[src/rtl/complex_nr_acc_if.sv]
// Handshake bundle between the complex multiplier result port, the accumulator and the sum sink.
// The slave modport is the accumulator's view; master is the surrounding producer/consumer.
interface complex_nr_acc_if #(
  parameter int RES_WIDTH = 18,
  parameter int ACC_LEN   = 4,
  parameter int ACC_WIDTH = 20
);
  localparam int CNT_W = $clog2(ACC_LEN) + 1;

  logic                   res_val;
  logic                   res_ready;
  logic [2*RES_WIDTH-1:0] res_data;
  logic                   acc_val;
  logic                   acc_ready;
  logic [2*ACC_WIDTH-1:0] acc_data;
  logic [CNT_W-1:0]       acc_cnt;

  modport slave (
    input  res_val, res_data, acc_ready,
    output res_ready, acc_val, acc_data, acc_cnt
  );

  modport master (
    output res_val, res_data, acc_ready,
    input  res_ready, acc_val, acc_data, acc_cnt
  );
endinterface

[src/rtl/complex_nr_acc.sv]
// Complex dot-product accumulator: sums ACC_LEN signed complex products and hands the
// sum downstream over a valid/ready handshake, one product per cycle while accumulating.
module complex_nr_acc #(
  parameter int RES_WIDTH = 18,
  parameter int ACC_LEN   = 4,
  parameter int ACC_WIDTH = 20
) (
  input  logic             clk,
  input  logic             rstn,
  input  logic             sw_rst,
  complex_nr_acc_if.slave  bus
);
  localparam int CNT_W = $clog2(ACC_LEN) + 1;
  localparam logic [CNT_W-1:0] LAST = CNT_W'(ACC_LEN - 1);

  typedef enum logic [1:0] {
    IDLE  = 2'd0,
    ACCUM = 2'd1,
    OUT   = 2'd2
  } state_t;

  state_t state, state_nxt;

  logic signed [RES_WIDTH-1:0] res_re, res_im;
  logic signed [ACC_WIDTH-1:0] acc_re_p1, acc_im_p1;
  logic [CNT_W-1:0]            cnt_p1;
  logic                        xfer;
  logic                        clr;

  function automatic logic signed [ACC_WIDTH-1:0] sext(input logic signed [RES_WIDTH-1:0] v);
    return {{(ACC_WIDTH-RES_WIDTH){v[RES_WIDTH-1]}}, v};
  endfunction

  // Modulo-2^ACC_WIDTH add; wrap is impossible when ACC_WIDTH >= RES_WIDTH + clog2(ACC_LEN).
  function automatic logic signed [ACC_WIDTH-1:0] acc_add(
    input logic signed [ACC_WIDTH-1:0] a,
    input logic signed [RES_WIDTH-1:0] b
  );
    return a + sext(b);
  endfunction

  assign res_re = bus.res_data[2*RES_WIDTH-1:RES_WIDTH];
  assign res_im = bus.res_data[RES_WIDTH-1:0];

  always_ff @(posedge clk) begin
    if (!rstn || sw_rst) state <= IDLE;
    else                 state <= state_nxt;
  end

  always_comb begin
    state_nxt = state;
    xfer      = 1'b0;
    clr       = 1'b0;
    case (state)
      IDLE:  state_nxt = ACCUM;
      ACCUM: begin
        xfer = bus.res_val;
        if (xfer && cnt_p1 == LAST) state_nxt = OUT;
      end
      OUT: begin
        if (bus.acc_ready) begin
          clr       = 1'b1;
          state_nxt = ACCUM;
        end
      end
      default: state_nxt = IDLE;
    endcase
  end

  // Accumulation stage: registers only move on a real transfer, so res_data is never
  // sampled while res_val or res_ready is low.
  always_ff @(posedge clk) begin
    if (!rstn || sw_rst || clr) begin
      acc_re_p1 <= '0;
      acc_im_p1 <= '0;
      cnt_p1    <= '0;
    end else if (xfer) begin
      acc_re_p1 <= acc_add(acc_re_p1, res_re);
      acc_im_p1 <= acc_add(acc_im_p1, res_im);
      cnt_p1    <= cnt_p1 + 1'b1;
    end
  end

  assign bus.res_ready = (state == ACCUM);
  assign bus.acc_val   = (state == OUT);
  assign bus.acc_data  = {acc_re_p1, acc_im_p1};
  assign bus.acc_cnt   = cnt_p1;
endmodule

[src/flat_wrapper.sv]
// flat-port wrapper written by rule: the top's interface ports become plain ports
module complex_nr_acc_flat 
#(
  parameter int RES_WIDTH = 18,
  parameter int ACC_LEN   = 4,
  parameter int ACC_WIDTH = 20
)
  (clk, rstn, sw_rst, bus_res_val, bus_res_data, bus_acc_ready, bus_res_ready, bus_acc_val, bus_acc_data, bus_acc_cnt);
  complex_nr_acc_if #(.RES_WIDTH(RES_WIDTH), .ACC_LEN(ACC_LEN), .ACC_WIDTH(ACC_WIDTH)) bus_i ();
  input  logic clk;
  input  logic rstn;
  input  logic sw_rst;
  input wire logic [$bits(bus_i.res_val)-1:0] bus_res_val;
  input wire logic [$bits(bus_i.res_data)-1:0] bus_res_data;
  input wire logic [$bits(bus_i.acc_ready)-1:0] bus_acc_ready;
  output wire logic [$bits(bus_i.res_ready)-1:0] bus_res_ready;
  output wire logic [$bits(bus_i.acc_val)-1:0] bus_acc_val;
  output wire logic [$bits(bus_i.acc_data)-1:0] bus_acc_data;
  output wire logic [$bits(bus_i.acc_cnt)-1:0] bus_acc_cnt;
  assign bus_i.res_val = bus_res_val;
  assign bus_i.res_data = bus_res_data;
  assign bus_i.acc_ready = bus_acc_ready;
  assign bus_res_ready = bus_i.res_ready;
  assign bus_acc_val = bus_i.acc_val;
  assign bus_acc_data = bus_i.acc_data;
  assign bus_acc_cnt = bus_i.acc_cnt;
  complex_nr_acc #(.RES_WIDTH(RES_WIDTH), .ACC_LEN(ACC_LEN), .ACC_WIDTH(ACC_WIDTH)) u_core (.clk(clk), .rstn(rstn), .sw_rst(sw_rst), .bus(bus_i));
endmodule
[config.mk]
export PLATFORM = sky130hd
export DESIGN_NAME = complex_nr_acc_flat
export DESIGN_NICKNAME = d
export VERILOG_FILES = /design/src/rtl/complex_nr_acc_if.sv /design/src/rtl/complex_nr_acc.sv /design/src/flat_wrapper.sv
export SDC_FILE = /design/constraint.sdc
export NUM_CORES = 1
export LEC_CHECK = 0
export ABC_AREA = 1
export BUFFER_PORTS_ARGS = -buffer_cell sky130_fd_sc_hd__buf_2
export CORE_MARGIN = 10
export CORE_UTILIZATION = 40
export CTS_BUF_LIST = sky130_fd_sc_hd__clkbuf_16
export DETAILED_ROUTE_END_ITERATION = 8
export GPL_TIMING_DRIVEN = 0
export MAX_ROUTING_LAYER = met4
export PLACE_DENSITY_LB_ADDON = 0.3
export SYNTH_ARGS = -nofsm -noshare
export SYNTH_HDL_FRONTEND = slang
export SYNTH_SLANG_ARGS = --single-unit
[constraint.sdc]
create_clock -name clk -period 1.5 [get_ports clk]
set_input_delay 0.075 -clock clk [delete_from_list [all_inputs] [get_ports clk]]
set_output_delay 0.075 -clock clk [all_outputs]
set_load 0.01 [all_outputs]
---- Word-level counts from Yosys, hierarchy flattened ----
Index checks and enable logic that the tools add are counted.
operators by class
  mux-type cells .......................... 6
  magnitude comparators ................... 0
  shifts and indexed selects .............. 0
  bitwise logic cells ..................... 0
  $add $sub $neg .......................... 3
  reduce and logical (&&, ||, !) cells .... 6
  equality and inequality tests ........... 5
  divide/modulo/power cells ............... 0
  $mul .................................... 0
operators by type and width
  kind                                                             count
  20-bit by 18-bit adder with 20-bit output                        2
  2-bit case mux with 3 select lines                               1
  2-bit two-way mux                                                2
  3-bit by 1-bit adder with 3-bit output, second input constant    1
  3-bit by 2-bit == test with 1-bit output, second input constant  1
  1-bit two-way mux                                                3
  2-bit by 1-bit == test with 1-bit output, second input constant  1
  2-bit == test, second input constant                             1
  2-bit logical NOT                                                1
  1-bit logical OR                                                 2
  2-bit by 1-bit != test with 1-bit output, second input constant  1
  2-bit != test, second input constant                             1
  2-bit AND reduction                                              1
  1-bit logical AND                                                1
  1-bit logical NOT                                                1
word-level totals
  bits of input ports ..................... 41
  ROM bits ................................ 0
  memories kept ........................... 0
  bits in registers ....................... 45
  bits in latches ......................... 0
  RAM bits ................................ 0

---- Depth between registers and ports, before layout ----
Gate-level depths: netlist (run 1).
  word-level depth ........................ 4
  mapped depth ............................ 13

---- Least setup slack after synthesis (run 1) ----
OpenSTA, ideal clock, no wires.
  path type ............................... register -> register
  start point ............................. reg u_core.acc_im_p1[0]
  end point ............................... reg u_core.acc_im_p1[16]
  setup slack ............................. -0.233 ns
  arrival time ............................ 1.625 ns
  cell stages (with the launch flop) ...... 13
  period minus slack after synthesis ...... 1.733 ns
  path through ............................ dfxtp_1 ha_1 fa_1 nand3_1 nand3_1 nand2_1 nand2_1 nand2_1 nand2_1 nand2_1 nand3_1 nand2_1 inv_1
between the ends
  word-level cells in the longest chain between the ends .. 1
ends and longest elaborated chain
  what                                       RTL line              RTL
  from (decl)                                complex_nr_acc.sv:25  logic signed [ACC_WIDTH-1:0] acc_re_p1, acc_im_p1;
  from (signal assigned)                     complex_nr_acc.sv:79  acc_im_p1 <= acc_add(acc_im_p1, res_im);
  20-bit by 18-bit adder with 20-bit output  complex_nr_acc.sv:39  return a + sext(b);
Every way passes these cells.
A chain may end at the register's enable or synchronous reset.

---- Worst setup path in the final report (run 1) ----
  start point ............................. reg u_core.acc_re_p1[0]
  end point ............................... reg u_core.acc_re_p1[12]
between the ends
  word-level cells in the longest chain between the ends .. 1
ends and longest elaborated chain
  what                                       RTL line              RTL
  from (decl)                                complex_nr_acc.sv:25
  from (signal assigned)                     complex_nr_acc.sv:78  acc_re_p1 <= acc_add(acc_re_p1, res_re);
  20-bit by 18-bit adder with 20-bit output  complex_nr_acc.sv:39
Every way passes these cells.

==> impl_metrics.ini, run 1 <==
[outcome]
status = finished with violations
violations = negative setup slack

[run]
cap_violations = 0

[synth]
ys_warn_count = 0
syn_inst = 657
synth_cell_types = 33
synth_seq_area_share = 0.218
yosysTopAreaCell = dfxtp_1
synthSimpleGateAreaFrac = 0.344
avgSynthCellArea_sq_um = 6.29
synth_compound_area_frac = 0.146
netlist_area_sq_um = 4140
synth_xor_xnor_area_share = 0.0402
synth_commonest_cells = nand2_1, inv_1, nand3_1
synthAdderAreaFrac = 0.131
syn_nets = 740
synth_edf_count = 0
ys.flop_type = dfxtp_1
yosysTopAreaCellShare = 0.218
ys_ff_latch = 45
synth_top_family_by_area = simple AND/OR/NAND/NOR gates
synthTopCellsByArea = dfxtp_1, nand2_1, ha_1
synth_mux_area_frac = 0
synth_most_common_cell = nand2_1
synthArstFlopShare = 0

[pwr]
p_leak_nw = 3.32
max-vdd-ir-drop_uv = 521
powerDensity_nw_per_um2 = 544

[sta]
fmax_ghz = 0.594
setup_viol = 27
skew_ns = 0.00304
min_period_ns = 1.68
tns_ns = -2.37
post-route-period-util = 1.12
tightest_slew_ns = 0.506
slew_viol_final = 0
setup_ws_ns = -0.185
relSlewSlack = 0.663
rsz0062_at_grt = yes
hold_violations = 0

[global_route]
grt_max_degree = 14
antenna_found_initial = 0
grt_pass1_wl_microns = 22200
grt_overflow_total = 0
grt.total_usage = 0.190
grt_pass1_vias = 4714

[placed_design]
gp_congestion = 0.898
dp_cells = 878
pre_cts_slack_ns = -0.284
io_buffer_count = 85
dp_hpwl_microns = 10200

[floorplan]
die-width_microns = 122
die_h_microns = 122
die-area_sq_um = 14800
initial_core_util = 0.406
fp-row-count = 37
io_pins = 86
coreArea_sq_um = 10200

[hold_path]
worstHoldPathType = input port to register

[clock_network]
clockRootBuffer = clkbuf_16
clock_sinks = 45
cts_hold_buffers = 0
clkTransAtPathRegs_ns = 0.06
htree_levels = 2
cts_buffer_depth = 2
cts_buffers = 5
tritoncts = yes
clk_latency_ns = 0.29

[detailed_routing]
via_per_inst = 5.04
wire_per_inst_microns = 15.3
drc = 0
wl_microns = 14100
first_iter_violations = 211
ant_nets = 0
vias = 4661
firstDrtPassIters = 4

[worst_setup_path]
critPathSlowestCell = fa_2
crit_family = simple AND/OR/NAND/NOR gates
path_cells = ha_4 -> fa_2 -> nand3_2 -> nand3_2 -> nand2_2 -> nand2_4 -> nand2_2 -> nand2_1 -> nand2_1 -> nand3_1 -> nand2_1 -> inv_1
cp_max_fo = 3
endpoint_kind = register
crit_path_max_incr_delay_ns = 0.35
crit_top_cell = nand2_1
worstPathArrival_ns = 1.88
path_class = register to register
critPathLaunchType = register
cp_num_buf_inv = 1
worstPathRequired_ns = 1.69

[layout]
layout.core_utilization = 0.629
nNetsFinal = 871
n_antenna_cell = 0
drive_above_1_share = 0.480
areaGrowthSynthToFinish_pct = 54.9
fin_cells = 924
## cell type report
cell class | count | area [sq um]
timing repair buffer | 124 | 748
tap | 136 | 170
inverter | 107 | 412
clock inverter | 2 | 35.0
sequential | 45 | 975
fill | 884 | 3780
multi-input combinational | 494 | 3840
buffer | 11 | 97.6
clock buffer | 5 | 125
## where the power goes
group          total (mW)  leakage (nW)  switching (mW)  internal, mW
Clock                1.27        0.0797           0.496         0.775
Sequential           1.24         0.386          0.0306          1.21
Combinational       0.974          2.85           0.555         0.419
Total                3.48          3.32            1.08          2.40
## per-stage QoR
step	instance area (sq um)	power [mW]	hold slack, ns
after floorplan	4350	1.74	0.222
after global placement	4950	1.95	0.371
after detailed placement	4950	1.96	0.377
after CTS	5940	3.39	0.0626
after global routing	6400	3.65	0.0928
final	6400	3.48	0.0753
## state kept, by name, summed over array words and instances, names as in the netlist
name,cells
u_core.acc_im_p1,20
u_core.acc_re_p1,20
u_core.bus.acc_cnt,3
u_core.state,2
## worst reg2reg max path: cells and delay by family (launching register included)
kind                     cells  cell delay [ns]
AND/OR/NAND/NOR              9             0.71
adder cells (fa/ha/maj)      2             0.51
flip-flops                   1             0.34
buffers and inverters        1             0.03
## path summary, 6_finish.rpt
check | startpoint | to | slack [ns] | depth (start not counted)
worst max-delay path | u_core.acc_re_p1[0] | u_core.acc_re_p1[12] | -0.18 | 12
worst min-delay path | rstn | u_core.state[0] | 0.08 | 3
worst max register to register | u_core.acc_re_p1[0] | u_core.acc_re_p1[12] | -0.18 | 12
worst min register to register | u_core.bus.acc_cnt[1] | u_core.bus.acc_cnt[1] | 0.49 | 2
## timing repair
action / in CTS / in global routing
setup buffers: 25 / 16
pin swaps: 47 / 57
setup endpoints to repair: 32 / 33
resized for setup: 143 / 110
## cells by family (layout without fill, tap and decap cells)
group                    after synthesis  in the layout
XOR/XNOR                              19             19
AND/OR/NAND/NOR                      331            331
flip-flops                            45             45
buffers and inverters                118            249
AO/OA/AOI/OAI                        102            102
adder cells (fa/ha/maj)               42             42
## layer usage
layer / part of all wire / vias up / global-route usage
met1: 0.43 / 2198 / 0.213
met5: 0 / - / -
met2: 0.52 / 90 / 0.340
met3: 0.040 / 15 / 0.0310
met4: 0.012 / 0 / 0.0507
li1: - / 2358 / -
## layout by cell type (no fill, tap or decap), drive strengths merged, types with 4 or more instances in the layout
cell type  netlist  layout
o21ai           25      25
a21oi           42      42
and2             5       5
o21bai          15      15
nor3             5       5
xnor2            4       4
inv            106     106
clkbuf           2       8
buf              9     132
xor2            15      15
o21a            18      18
ha              40      40
nor2            50      50
nand2          211     211
dfxtp           45      45
nand3           58      58
Power figures use the tool's default switching activity.
==> inputs of run 2 (changes only) <==
--- a/config.mk
+++ b/config.mk
@@ -9,7 +9,7 @@
 export BUFFER_PORTS_ARGS = -buffer_cell sky130_fd_sc_hd__buf_2
 export CORE_MARGIN = 10
 export CORE_UTILIZATION = 40
-export CTS_BUF_LIST = sky130_fd_sc_hd__clkbuf_16
+export CTS_BUF_LIST = sky130_fd_sc_hd__clkbuf_4
 export DETAILED_ROUTE_END_ITERATION = 8
 export GPL_TIMING_DRIVEN = 0
 export MAX_ROUTING_LAYER = met4
==> impl_metrics.ini, run 2 (synthesis gave the netlist of run 1 again) <==
[sta]
fmax_ghz = 0.591
skew_ns = 0.0109
min_period_ns = 1.69
setup_ws_ns = -0.193
hold_violations = 0
setup_viol = 25
relSlewSlack = 0.832
tightest_slew_ns = 0.249
tns_ns = -2.51
post-route-period-util = 1.13
slew_viol_final = 0
rsz0062_at_grt = yes

[outcome]
status = finished with violations
violations = negative setup slack

[clock_network]
clockRootBuffer = clkbuf_4
tritoncts = yes
clkTransAtPathRegs_ns = 0.15
cts_buffers = 5
htree_levels = 2
clk_latency_ns = 0.39
cts_buffer_depth = 2
clock_sinks = 45

[run]
cap_violations = 0

[placed_design]
dp_cells = 878
dp_hpwl_microns = 10200
gp_congestion = 0.898
io_buffer_count = 85

[pwr]
p_total_mw = 2.96
p_leak_nw = 3.23
max-vdd-ir-drop_uv = 331
powerDensity_nw_per_um2 = 476

[detailed_routing]
vias = 4657
drc = 0
wl_microns = 14200
first_iter_violations = 238
ant_nets = 0
firstDrtPassIters = 4
wire_per_inst_microns = 15.3
via_per_inst = 5.02

[layout]
final_cell_mix = nand2_1, inv_1, buf_2, nand2_2, ha_4
layout_commonest_cell = nand2_1
areaGrowthSynthToFinish_pct = 50.5
drive_above_1_share = 0.456
nNetsFinal = 874
fin_cells = 927
n_antenna_cell = 0

[global_route]
grt_pass1_wl_microns = 22100
antenna_found_initial = 0
grt_pass1_vias = 4728
grt.total_usage = 0.189
grt_overflow_total = 0
grt_max_degree = 14

[worst_setup_path]
worstPathRequired_ns = 1.81
worstPathArrival_ns = 2.00
endpoint_kind = register
critPathLaunchType = register
path_class = register to register
cp_max_fo = 3

[floorplan]
io_pins = 86
coreArea_sq_um = 10200
fp-row-count = 37
die_h_microns = 122
die-area_sq_um = 14800
die-width_microns = 122
initial_core_util = 0.406

[hold_path]
worstHoldPathType = input port to register
-- run 2: cell type report --
class	instances	area (sq um)
sequential	45	977
clock buffer	5	37.5
clock inverter	2	35.0
tap	136	170
multi-input combinational	494	3720
inverter	107	409
fill	932	3960
buffer	11	98.8
timing repair buffer	127	769
-- run 2: path summary, 6_finish.rpt --
| check | start | to | slack (ns) | cells past startpoint |
|---|---|---|---|---|
| setup / recovery | u_core.acc_re_p1[0] | u_core.acc_re_p1[16] | -0.19 | 12 |
| hold / removal | bus_res_data[18] | u_core.acc_re_p1[0] | 0.07 | 4 |
| setup reg to reg | u_core.acc_re_p1[0] | u_core.acc_re_p1[16] | -0.19 | 12 |
| hold reg to reg | u_core.bus.acc_cnt[1] | u_core.bus.acc_cnt[1] | 0.50 | 2 |
-- run 2: report_power, final --
group | total, mW | switching [mW] | internal, mW
Combinational | 0.931 | 0.529 | 0.402
Sequential | 1.23 | 0.0301 | 1.20
Clock | 0.798 | 0.458 | 0.340
-- run 2: stage by stage --
step	utilization	instance area, sq um	hold slack (ns)	setup WS [ns]
global route	0.611	6220	0.0516	-0.293
detailed placement	0.486	4950	0.377	-0.284
CTS	0.573	5830	0.0386	-0.174
global placement	0.486	4950	0.371	-0.264
finish	0.611	6220	0.0688	-0.193
floorplan	-	4350	0.222	-0.0895
-- run 2: repair_timing --
item | 4_1_cts | 5_1_grt
gates resized for setup | 124 | 100
pin swaps | 37 | 30
hold buffers | 4 | 0
setup buffers | 29 | 12
endpoints found under the setup margin | 32 | 36
endpoints found under the hold margin | 2 | 0
-- run 2: per-layer routing --
| metal | GRT usage | vias up | part of all wire |
|---|---|---|---|
| met3 | 0.0301 | 14 | 0.046 |
| met2 | 0.335 | 97 | 0.51 |
| met1 | 0.211 | 2192 | 0.43 |
| li1 | - | 2354 | - |
| met5 | - | - | 0 |
| met4 | 0.0611 | 0 | 0.013 |
-- run 2: worst max-delay path, cell delays in order (launching register included) --
cell and delay [ns]:
dfxtp_2 0.36, ha_4 0.16, fa_2 0.37, nand3_2 0.08, nand3_2 0.10, nand2_2 0.12, nand2_4 0.08, nand2_2 0.10
nand2_1 0.05, nand2_1 0.05, nand3_1 0.06, nand2_1 0.06, inv_1 0.04
